$ cat src/rtl/aip_slave_interface.sv
// -----------------------------------------------------------------------------
// aip_slave_interface
//
// Device-side responder for the AIP host bus. Host transactions are decoded
// into auto-incrementing accesses to memories X/Y/Z, pointer loads, a 10-bit
// configuration register (csize), the STATUS/interrupt register and a
// read-only IP ID. The convolution core reads X/Y and writes Z through its own
// ports, receives a one-cycle start pulse and returns a one-cycle done pulse.
//
// Ports
//   clk, rst_a              : clock, asynchronous active-high reset
//   en_s                    : synchronous enable; 0 freezes all state
//   data_in / data_out      : host write data / registered host read data
//   write, read, start      : host strobes
//   conf_dbus               : host target select
//   int_req                 : interrupt request, active-low, registered
//   x_addr/x_data, y_addr/y_data : core read ports (combinational data)
//   z_we, z_addr, z_data    : core write port for Z
//   csize                   : configuration register
//   core_start, core_done   : start pulse to / done pulse from the core
// -----------------------------------------------------------------------------
module aip_slave_interface #(
    parameter int                   DATAWIDTH   = 32,
    parameter int                   SIZE_MEMX   = 10,
    parameter int                   SIZE_MEMY   = 5,
    parameter int                   SIZE_MEMZ   = 15,
    parameter logic [DATAWIDTH-1:0] IP_ID_VALUE = 32'h1000500A
) (
    input  logic                         clk,
    input  logic                         rst_a,
    input  logic                         en_s,
    input  logic [DATAWIDTH-1:0]         data_in,
    output logic [DATAWIDTH-1:0]         data_out,
    input  logic                         write,
    input  logic                         read,
    input  logic                         start,
    input  logic [4:0]                   conf_dbus,
    output logic                         int_req,
    input  logic [$clog2(SIZE_MEMX)-1:0] x_addr,
    output logic [DATAWIDTH-1:0]         x_data,
    input  logic [$clog2(SIZE_MEMY)-1:0] y_addr,
    output logic [DATAWIDTH-1:0]         y_data,
    input  logic                         z_we,
    input  logic [$clog2(SIZE_MEMZ)-1:0] z_addr,
    input  logic [DATAWIDTH-1:0]         z_data,
    output logic [9:0]                   csize,
    output logic                         core_start,
    input  logic                         core_done
);

    localparam int XAW = $clog2(SIZE_MEMX);
    localparam int YAW = $clog2(SIZE_MEMY);
    localparam int ZAW = $clog2(SIZE_MEMZ);

    localparam logic [XAW-1:0] X_LAST = XAW'(SIZE_MEMX - 1);
    localparam logic [YAW-1:0] Y_LAST = YAW'(SIZE_MEMY - 1);
    localparam logic [ZAW-1:0] Z_LAST = ZAW'(SIZE_MEMZ - 1);

    // Target select codes on conf_dbus
    localparam logic [4:0] C_MX     = 5'd0;
    localparam logic [4:0] C_AX     = 5'd1;
    localparam logic [4:0] C_MY     = 5'd2;
    localparam logic [4:0] C_AY     = 5'd3;
    localparam logic [4:0] C_MZ     = 5'd4;
    localparam logic [4:0] C_AZ     = 5'd5;
    localparam logic [4:0] C_CSIZE  = 5'd6;
    localparam logic [4:0] C_ASIZE  = 5'd7;
    localparam logic [4:0] C_STATUS = 5'd30;
    localparam logic [4:0] C_IPID   = 5'd31;

    typedef enum logic {S_IDLE, S_BUSY} state_e;

    logic [DATAWIDTH-1:0] mem_x [SIZE_MEMX];
    logic [DATAWIDTH-1:0] mem_y [SIZE_MEMY];
    logic [DATAWIDTH-1:0] mem_z [SIZE_MEMZ];

    state_e               state_q;
    logic                 core_start_q;
    logic [XAW-1:0]       ptr_x_q, ptr_x_d, ptr_x_inc;
    logic [YAW-1:0]       ptr_y_q, ptr_y_d, ptr_y_inc;
    logic [ZAW-1:0]       ptr_z_q, ptr_z_d, ptr_z_inc;
    logic [9:0]           csize_q, csize_d;
    logic [7:0]           mask_q, mask_d;
    logic [7:0]           flags_q, flags_d;
    logic [DATAWIDTH-1:0] data_out_q, data_out_d;
    logic                 int_req_q;
    logic [DATAWIDTH-1:0] status_word, csize_word;
    logic                 host_wr, host_rd;

    // A write in the same cycle as a read wins; the read is dropped entirely.
    assign host_wr = en_s & write;
    assign host_rd = en_s & read & ~write;

    assign ptr_x_inc = (ptr_x_q == X_LAST) ? '0 : ptr_x_q + 1'b1;
    assign ptr_y_inc = (ptr_y_q == Y_LAST) ? '0 : ptr_y_q + 1'b1;
    assign ptr_z_inc = (ptr_z_q == Z_LAST) ? '0 : ptr_z_q + 1'b1;

    always_comb begin
        status_word        = '0;
        status_word[7:0]   = flags_q;
        status_word[8]     = (state_q == S_BUSY);
        status_word[23:16] = mask_q;
        csize_word         = '0;
        csize_word[9:0]    = csize_q;
    end

    // Next-state for the host-visible registers.
    // NOTE: every output of this block gets a default first, so no path
    // leaves a variable unassigned and no latch is inferred.
    always_comb begin
        ptr_x_d    = ptr_x_q;
        ptr_y_d    = ptr_y_q;
        ptr_z_d    = ptr_z_q;
        csize_d    = csize_q;
        mask_d     = mask_q;
        flags_d    = flags_q;
        data_out_d = data_out_q;

        if (host_wr) begin
            unique case (conf_dbus)
                C_MX:     ptr_x_d = ptr_x_inc;
                C_MY:     ptr_y_d = ptr_y_inc;
                // Out-of-range pointer values collapse to 0.
                C_AX:     ptr_x_d = (data_in < DATAWIDTH'(SIZE_MEMX)) ? data_in[XAW-1:0] : '0;
                C_AY:     ptr_y_d = (data_in < DATAWIDTH'(SIZE_MEMY)) ? data_in[YAW-1:0] : '0;
                C_AZ:     ptr_z_d = (data_in < DATAWIDTH'(SIZE_MEMZ)) ? data_in[ZAW-1:0] : '0;
                C_CSIZE:  csize_d = data_in[9:0];
                // csize is a single register, so its pointer is always 0.
                C_ASIZE:  ;
                C_STATUS: begin
                    mask_d  = data_in[23:16];
                    flags_d = flags_q & ~data_in[7:0];
                end
                default:  ;
            endcase
        end

        if (host_rd) begin
            unique case (conf_dbus)
                C_MX: begin
                    data_out_d = mem_x[ptr_x_q];
                    ptr_x_d    = ptr_x_inc;
                end
                C_MY: begin
                    data_out_d = mem_y[ptr_y_q];
                    ptr_y_d    = ptr_y_inc;
                end
                C_MZ: begin
                    data_out_d = mem_z[ptr_z_q];
                    ptr_z_d    = ptr_z_inc;
                end
                C_CSIZE:  data_out_d = csize_word;
                C_STATUS: data_out_d = status_word;
                C_IPID:   data_out_d = IP_ID_VALUE;
                default:  data_out_d = '0;
            endcase
        end

        // Applied after the W1C so a simultaneous done keeps the flag set.
        if (en_s && core_done && state_q == S_BUSY) begin
            flags_d[0] = 1'b1;
        end
    end

    // NOTE: sequential state uses non-blocking assignments only, so every
    // register samples pre-edge values regardless of statement order.
    always_ff @(posedge clk or posedge rst_a) begin
        if (rst_a) begin
            ptr_x_q    <= '0;
            ptr_y_q    <= '0;
            ptr_z_q    <= '0;
            csize_q    <= '0;
            mask_q     <= '0;
            flags_q    <= '0;
            data_out_q <= '0;
            int_req_q  <= 1'b1;
        end else begin
            ptr_x_q    <= ptr_x_d;
            ptr_y_q    <= ptr_y_d;
            ptr_z_q    <= ptr_z_d;
            csize_q    <= csize_d;
            mask_q     <= mask_d;
            flags_q    <= flags_d;
            data_out_q <= data_out_d;
            int_req_q  <= ~|(flags_q & mask_q);
        end
    end

    // Control FSM with registered start pulse.
    always_ff @(posedge clk or posedge rst_a) begin
        if (rst_a) begin
            state_q      <= S_IDLE;
            core_start_q <= 1'b0;
        end else begin
            core_start_q <= 1'b0;
            if (en_s) begin
                unique case (state_q)
                    S_IDLE: if (start) begin
                        core_start_q <= 1'b1;
                        state_q      <= S_BUSY;
                    end
                    S_BUSY: if (core_done) begin
                        state_q <= S_IDLE;
                    end
                    default: state_q <= S_IDLE;
                endcase
            end
        end
    end

    // NOTE: memory arrays have no reset; contents are undefined until written,
    // which keeps them mappable onto plain RAM.
    always_ff @(posedge clk) begin
        if (host_wr && conf_dbus == C_MX) mem_x[ptr_x_q] <= data_in;
        if (host_wr && conf_dbus == C_MY) mem_y[ptr_y_q] <= data_in;
        if (en_s && z_we && z_addr <= Z_LAST) mem_z[z_addr] <= z_data;
    end

    assign x_data     = (x_addr <= X_LAST) ? mem_x[x_addr] : '0;
    assign y_data     = (y_addr <= Y_LAST) ? mem_y[y_addr] : '0;
    assign data_out   = data_out_q;
    assign int_req    = int_req_q;
    assign csize      = csize_q;
    assign core_start = core_start_q;

endmodule

$ cat config.mk
export PLATFORM = sky130hd
export DESIGN_NAME = aip_slave_interface
export DESIGN_NICKNAME = d
export VERILOG_FILES = /design/src/rtl/aip_slave_interface.sv
export SDC_FILE = /design/constraint.sdc
export NUM_CORES = 1
export LEC_CHECK = 0
export CORE_MARGIN = 2
export CORE_UTILIZATION = 42
export CTS_CLUSTER_SIZE = 28
export DETAILED_ROUTE_END_ITERATION = 10
export SETUP_SLACK_MARGIN = 0.05
export SLEW_MARGIN = 20
export SYNTH_ARGS = -nofsm -noshare
export SYNTH_HDL_FRONTEND = slang
export SYNTH_SLANG_ARGS = --single-unit
$ cat constraint.sdc
create_clock -name clk -period 7.77 [get_ports clk]
set_input_delay 2.331 -clock clk [delete_from_list [all_inputs] [get_ports clk]]
set_output_delay 2.331 -clock clk [all_outputs]
set_load 0.05 [all_outputs]
==> results of run 1 <==
## routing by layer
metal  vias up  track usage, %  wire (µm)
met5         -               0         93
met4        16            8.74       4610
met3       222            4.97      12000
met2      1252            39.5      63400
met1     13569            32.1      50600
li1      10924               -          -
## state kept, by name, indices dropped and copies added (netlist names)
| name | count |
|---|---|
| core_start | 1 |
| csize | 10 |
| data_out | 32 |
| flags_q | 8 |
| int_req | 1 |
| mask_q | 8 |
| mem_x | 320 |
| mem_y | 160 |
| mem_z | 480 |
| ptr_x_q | 4 |
| ptr_y_q | 3 |
| ptr_z_q | 4 |
| state_q | 1 |
## where the power goes
part           leakage, nW  internal (mW)  total [mW]  switching [mW]
combinational         5.63          0.593        1.43           0.834
sequential            9.60           6.13        6.24           0.110
clock                 1.69           2.91        5.08            2.17
total                 16.9           9.64        12.8            3.11
## final timing paths
| path | start | endpoint | slack, ps |
|---|---|---|---|
| worst max-delay path | x_addr[1] | x_data[14] | 1000 |
| worst min-delay path | mask_q[6] | mask_q[6] | 550 |
| worst max register to register | ptr_x_q[0] | mem_x[2][4] | 4150 |
| worst min register to register | mask_q[6] | mask_q[6] | 550 |
| max in group asynchronous | rst_a | ptr_x_q[1] | 4750 |
| min in group asynchronous | rst_a | ptr_z_q[3] | 2290 |
## metrics by stage
step                      hold WS [ps]  area (µm²)  utilization, %
after floorplan                    462       44100               -
after global placement             521       48600            46.8
after detailed placement           533       48600            46.8
after CTS                          546       52100            50.1
after global routing               559       52100            50.1
final                              555       52100            50.2
## cells by family after synthesis
| group | share of synthesized area (%) |
|---|---|
| flip-flops | 69.4 |
| XOR/XNOR | 0.0198 |
| AND/OR/NAND/NOR | 4.19 |
| buffers and inverters | 2.15 |
| AO/OA/AOI/OAI | 6.82 |
| multiplexers | 17.4 |
| adder cells (fa/ha/maj) | 0.0567 |
## worst max-delay path: cells and delay by family
family	cells	cell delay (ps)
buffers and inverters	2	920
AOI/OAI and AO/OA	2	770
muxes	1	370
## final cells by class
type	instances	area share, %
Clock buffer	147	5.62
Inverter	41	0.298
Antenna cell	4	0.0192
Sequential cell	1032	58.8
Clock inverter	56	1.05
Multi-Input combinational cell	1316	24.5
Tap cell	1380	3.31
Timing Repair Buffer	306	6.40
## cell usage in the layout (no fill, tap or decap), types with 8 or more instances in the layout
cell type / count
mux4_2: 237
buf_12: 58
a221oi_1: 14
o22ai_1: 10
clkinv_1: 17
a31oi_1: 12
inv_1: 38
nor2_4: 16
a22oi_1: 62
clkbuf_16: 108
clkdlybuf4s50_1: 127
o211ai_1: 26
nor2_1: 58
o21ai_0: 157
a21oi_1: 82
clkinv_2: 19
a22o_1: 25
dfrtp_1: 65
mux2_2: 73
clkbuf_8: 8
mux2i_1: 150
nand2_1: 197
nand3_1: 13
edfxtp_1: 960
nand2b_1: 19
nor4_1: 9
clkbuf_1: 31
o2bb2ai_1: 9
buf_4: 116
nor3_1: 8
and3_1: 9
bufinv_16: 8
==> flow_summary.yaml, run 1 <==
worst_setup_path:
  crit_fanout: 29
  crit_chain: "buf_2 > mux4_2 > a21oi_1 > o21ai_0 > buf_12"
  worst_setup_path_start_kind: "input port"
  critPathArrivalTime_ps: 4440
  cpMaxStageDelayCell: "o21ai_0"
  slowest_delay_ps: 710
  ff2ff_path_depth: 4
  critPathKind: "input port to output port"
  end_kind: "output port"
  cp.required_ps: 5440
synthesis:
  synth_async_sr_flop_share_pct: 6.98
  yosysMostFrequentCell: "edfxtp_1"
  synth_top_area_share_pct: 65.3
  ys_ff_latch: 1032
  synth.avg_cell_area_um2: 17.3
  synth_area_leaders: "edfxtp_1 65%, mux4_2 12%, dfrtp_1 4.0%"
  syn_inst: 2558
  yosysSeqAreaShare_pct: 69.4
  yosysTopAreaCell: "edfxtp_1"
  synth_edf_count: 960
  yosysUniqueCellTypes: 71
  yosys_warnings: 0
  yosys_most_used_dff: "edfxtp_1"
  ys_top_cells_by_count: "960 x edfxtp_1, 237 x mux4_2, 197 x nand2_1"
  syn_area_mm2: 0.0441
  synth_fp_nets: 2648
sta:
  worstMarginPinSlew_ps: 1150
  clock_skew_ps: 43.6
  finalSetupViolCount: 0
  period_share_pct: 87.1
  worst_slack_ps: 1000
  relSlewSlack_pct: 23.0
  hold_viol_final: 0
  finalMaxSlewViolations: 0
  rsz0062_at_grt: "no"
  finalSetupTns_ps: 0
  layout_min_cycle_time_ps: 6770
  fmax_mhz: 148
route:
  via_count: 25983
  drtAntennaViolNets: 0
  viasPerCell: 6.07
  wl_um: 131000
  drc: 0
  drtIter0Drc: 3119
  drt_pre_antenna_iters: 6
  wl_per_cell_um: 30.5
placement:
  io_buffers: 195
  post-place-cells: 4075
  dp_worst_setup_slack_ps: 1040
  place.gp.congestion: 0.900
  dpl.hpwl_um: 82700
finish:
  nFillCells: 8480
  seq_area_mm2: 0.0307
  multiInputGateArea_mm2: 0.0128
  nets: 2895
  drive_above_1_share_pct: 24.3
  syn_to_final_growth_pct: 18.1
  final_cell_count_no_fill: 4282
clocking:
  htreeDepth: 3
  cts_tree: "done"
  clkSlewWorstSetupHoldPaths_ps: 50
  insertion_delay_ps: 700
  holdBufCountCts: 0
  cts_buffers: 108
  cts_setup_buffers: 0
  cts_resized: 0
  cts_sinks: 1032
  clockBufferDepth: 3
  cts-root-buf: "clkbuf_16"
power:
  ir_worst_vdd_uv: 197
  p_leak_nw: 16.9
  finalPower_mw: 12.8
  power_density_mw_per_mm2: 245
floorplan:
  fp.dieH_um: 328
  placementRows: 118
  die_area_mm2: 0.108
  core_mm2: 0.104
  start_util_pct: 42.5
  die_width_um: 328
  ios: 196
global_route:
  grt_pass1_vias: 26086
  grt_max_degree: 75
  grt_usage_pct: 24.1
  antenna_found_initial: 14
  grt_pass1_wl_um: 187000
  grt_overflow: 0
outcome:
  status: "finished, final reports clean"
worst_hold_path:
  hold_class: "flip-flop to flip-flop"
  holdPathStages: 1
run:
  max_cap_viol_count: 0
Power figures use the tool's default switching activity.
==> run 2: changes to the inputs <==
--- a/config.mk
+++ b/config.mk
@@ -5,10 +5,13 @@
 export SDC_FILE = /design/constraint.sdc
 export NUM_CORES = 1
 export LEC_CHECK = 0
+export CELL_PAD_IN_SITES_DETAIL_PLACEMENT = 1
+export CELL_PAD_IN_SITES_GLOBAL_PLACEMENT = 1
 export CORE_MARGIN = 2
 export CORE_UTILIZATION = 42
 export CTS_CLUSTER_SIZE = 28
 export DETAILED_ROUTE_END_ITERATION = 10
+export PLACE_DENSITY_LB_ADDON = 0.1
 export SETUP_SLACK_MARGIN = 0.05
 export SLEW_MARGIN = 20
 export SYNTH_ARGS = -nofsm -noshare
==> run 2 against run 1 <==
Net effect:
- critical path type unchanged
- first-iteration DRC count decreased by 29%
- largest cell class unchanged
- setup slack got worse by 73 ps
- critical path depth increased by 2
- clock power increased by 7.3%
- highest routed layer unchanged
- largest power group unchanged
- via count decreased by 0.60%
- clock skew decreased by 9.7 ps
- non-clock buffer count increased by 10
- critical endpoint is now x_data[12]
- hold slack got worse by 7.0 ps
- sequential power about the same
==> flow_summary.yaml, run 2 (synthesis results as in run 1) <==
finish:
  n_antenna_cell: 0
  nFillCells: 9639
  final_common_cell: "edfxtp_1"
  post-route-util_pct: 50.6
  largest_register: "mem_z"
  reg_top3: "mem_z x480, mem_x x320, mem_y x160"
  multiInputGateArea_mm2: 0.0128
  drive_above_1_share_pct: 25.0
  final_cell_area_mm2: 0.0526
  largest_reg_flops: 480
  seq_area_mm2: 0.0307
  syn_to_final_growth_pct: 19.2
  layout_common_cells: "960 x edfxtp_1, 237 x mux4_2, 197 x nand2_1"
  nets: 2907
clocking:
  insertion_delay_ps: 720
  clockBufferDepth: 3
  holdBufCountCts: 0
  cts_buffers: 110
  cts_tree: "done"
  clkSlewWorstSetupHoldPaths_ps: 60
  cts-root-buf: "clkbuf_16"
  cts_sinks: 1032
  cts_setup_buffers: 0
  htreeDepth: 3
  cts_resized: 0
sta:
  hold_ws_ps: 548
  rsz0062_at_grt: "no"
  clock_skew_ps: 33.9
  period_share_pct: 88.0
  relSlewSlack_pct: 21.8
  fmax_mhz: 146
  worstMarginPinSlew_ps: 1170
  layout_min_cycle_time_ps: 6840
  finalSetupTns_ps: 0
  finalMaxSlewViolations: 0
  hold_viol_final: 0
  finalSetupViolCount: 0
power:
  p_leak_nw: 17.1
  power.share.clock_pct: 41.4
  pwr-share-comb_pct: 11.1
  p_sw_share_pct: 24.3
  finalPower_mw: 13.2
  cellInternalPower_mw: 9.96
  p_switching_mw: 3.20
  power_density_mw_per_mm2: 250
  ir_worst_vdd_uv: 180
  seqPwrFrac_pct: 47.5
worst_setup_path:
  cpMaxStageDelayCell: "clkdlybuf4s50_1"
  end_kind: "output port"
  cp-startpoint: "x_addr[3]"
  crit_chain: "clkdlybuf4s50_1 > nand2b_2 > buf_4 > nor2_1 > a21oi_1 > o21ai_0 > buf_12"
  crit_family: "buffers and inverters"
  reg2reg_to: "data_out[12]"
  ff2ff_path_depth: 6
  rr_startpoint: "ptr_z_q[0]"
  worst_setup_path_start_kind: "input port"
  slowest_delay_ps: 560
  critPathBufInv: 3
  r2r_slack_ps: 4150
  crit_fanout: 16
  critPathKind: "input port to output port"
  cp.required_ps: 5440
  critPathArrivalTime_ps: 4510
route:
  drc: 0
  drtIter0Drc: 2203
  wl_per_cell_um: 32.2
  via_count: 25827
  drt_pre_antenna_iters: 5
  viasPerCell: 6.01
  wl_um: 138000
  drtAntennaViolNets: 0
global_route:
  grt_pass1_vias: 27630
  antenna_found_initial: 9
  grt_overflow: 0
  grt_max_degree: 65
  grt_usage_pct: 25.9
  grt_pass1_wl_um: 199000
worst_hold_path:
  hold_end: "mask_q[6]"
  hold_start: "mask_q[6]"
  holdPathStages: 1
  hold_class: "flip-flop to flip-flop"
run:
  max_cap_viol_count: 0
placement:
  dpl.hpwl_um: 86700
  io_buffers: 195
  place.gp.congestion: 0.839
  postPlaceCellArea_mm2: 0.0488
floorplan:
  die_width_um: 328
  placementRows: 118
  die_area_mm2: 0.108
  fp.dieH_um: 328
  ios: 196
  start_util_pct: 42.5
  core_mm2: 0.104
outcome:
  status: "finished, final reports clean"
run 2: worst reg2reg max path: stages (launching register included):
cell and delay [ps]:
dfrtp_4 980, buf_4 750, mux4_2 630, nand2_1 90, a21oi_1 80, a21oi_1 790
o211ai_1 150
run 2: through the flow:
stage               instances  worst slack [ps]
floorplan                2558               831
global placement         4085               906
detailed placement       4085               954
CTS                      4294               951
global route             4294               849
finish                   4294               930
run 2: routing by layer:
layer / GRT usage [%] / up-vias / routed length, µm
met5: 0 / - / 72
met4: 9.60 / 12 / 5460
met3: 5.14 / 236 / 8170
met2: 43.7 / 817 / 68900
met1: 33.2 / 13857 / 55700
li1: - / 10905 / -
run 2: how the worst max path moves through the flow:
stage / slack, ps / endpoint / cells after the start
floorplan: 830 / mem_y[4][0] / 6
global placement: 910 / x_data[11] / 7
detailed placement: 950 / x_data[12] / 7
CTS: 950 / x_data[12] / 7
global route: 850 / x_data[12] / 7
finish: 930 / x_data[12] / 7
run 2: power by group through the flow:
| stage | clock [mW] | combinational [mW] | sequential (mW) |
|---|---|---|---|
| 2_1_floorplan | 0 | 0.894 | 6.31 |
| 6_report | 5.45 | 1.46 | 6.25 |
| 5_1_grt | 5.74 | 1.55 | 6.26 |
| 4_1_cts | 5.55 | 1.47 | 6.25 |
| 3_5_place_dp | 0 | 1.47 | 6.36 |
| 3_3_place_gp | 0 | 1.44 | 6.36 |
run 2: final cells by class:
| cell class | count | share of cell area [%] |
|---|---|---|
| Clock buffer | 137 | 5.50 |
| Timing Repair Buffer | 316 | 6.65 |
| Tap cell | 1380 | 3.28 |
| Multi-Input combinational cell | 1316 | 24.3 |
| Sequential cell | 1032 | 58.3 |
| Inverter | 41 | 0.295 |
| Clock inverter | 72 | 1.67 |
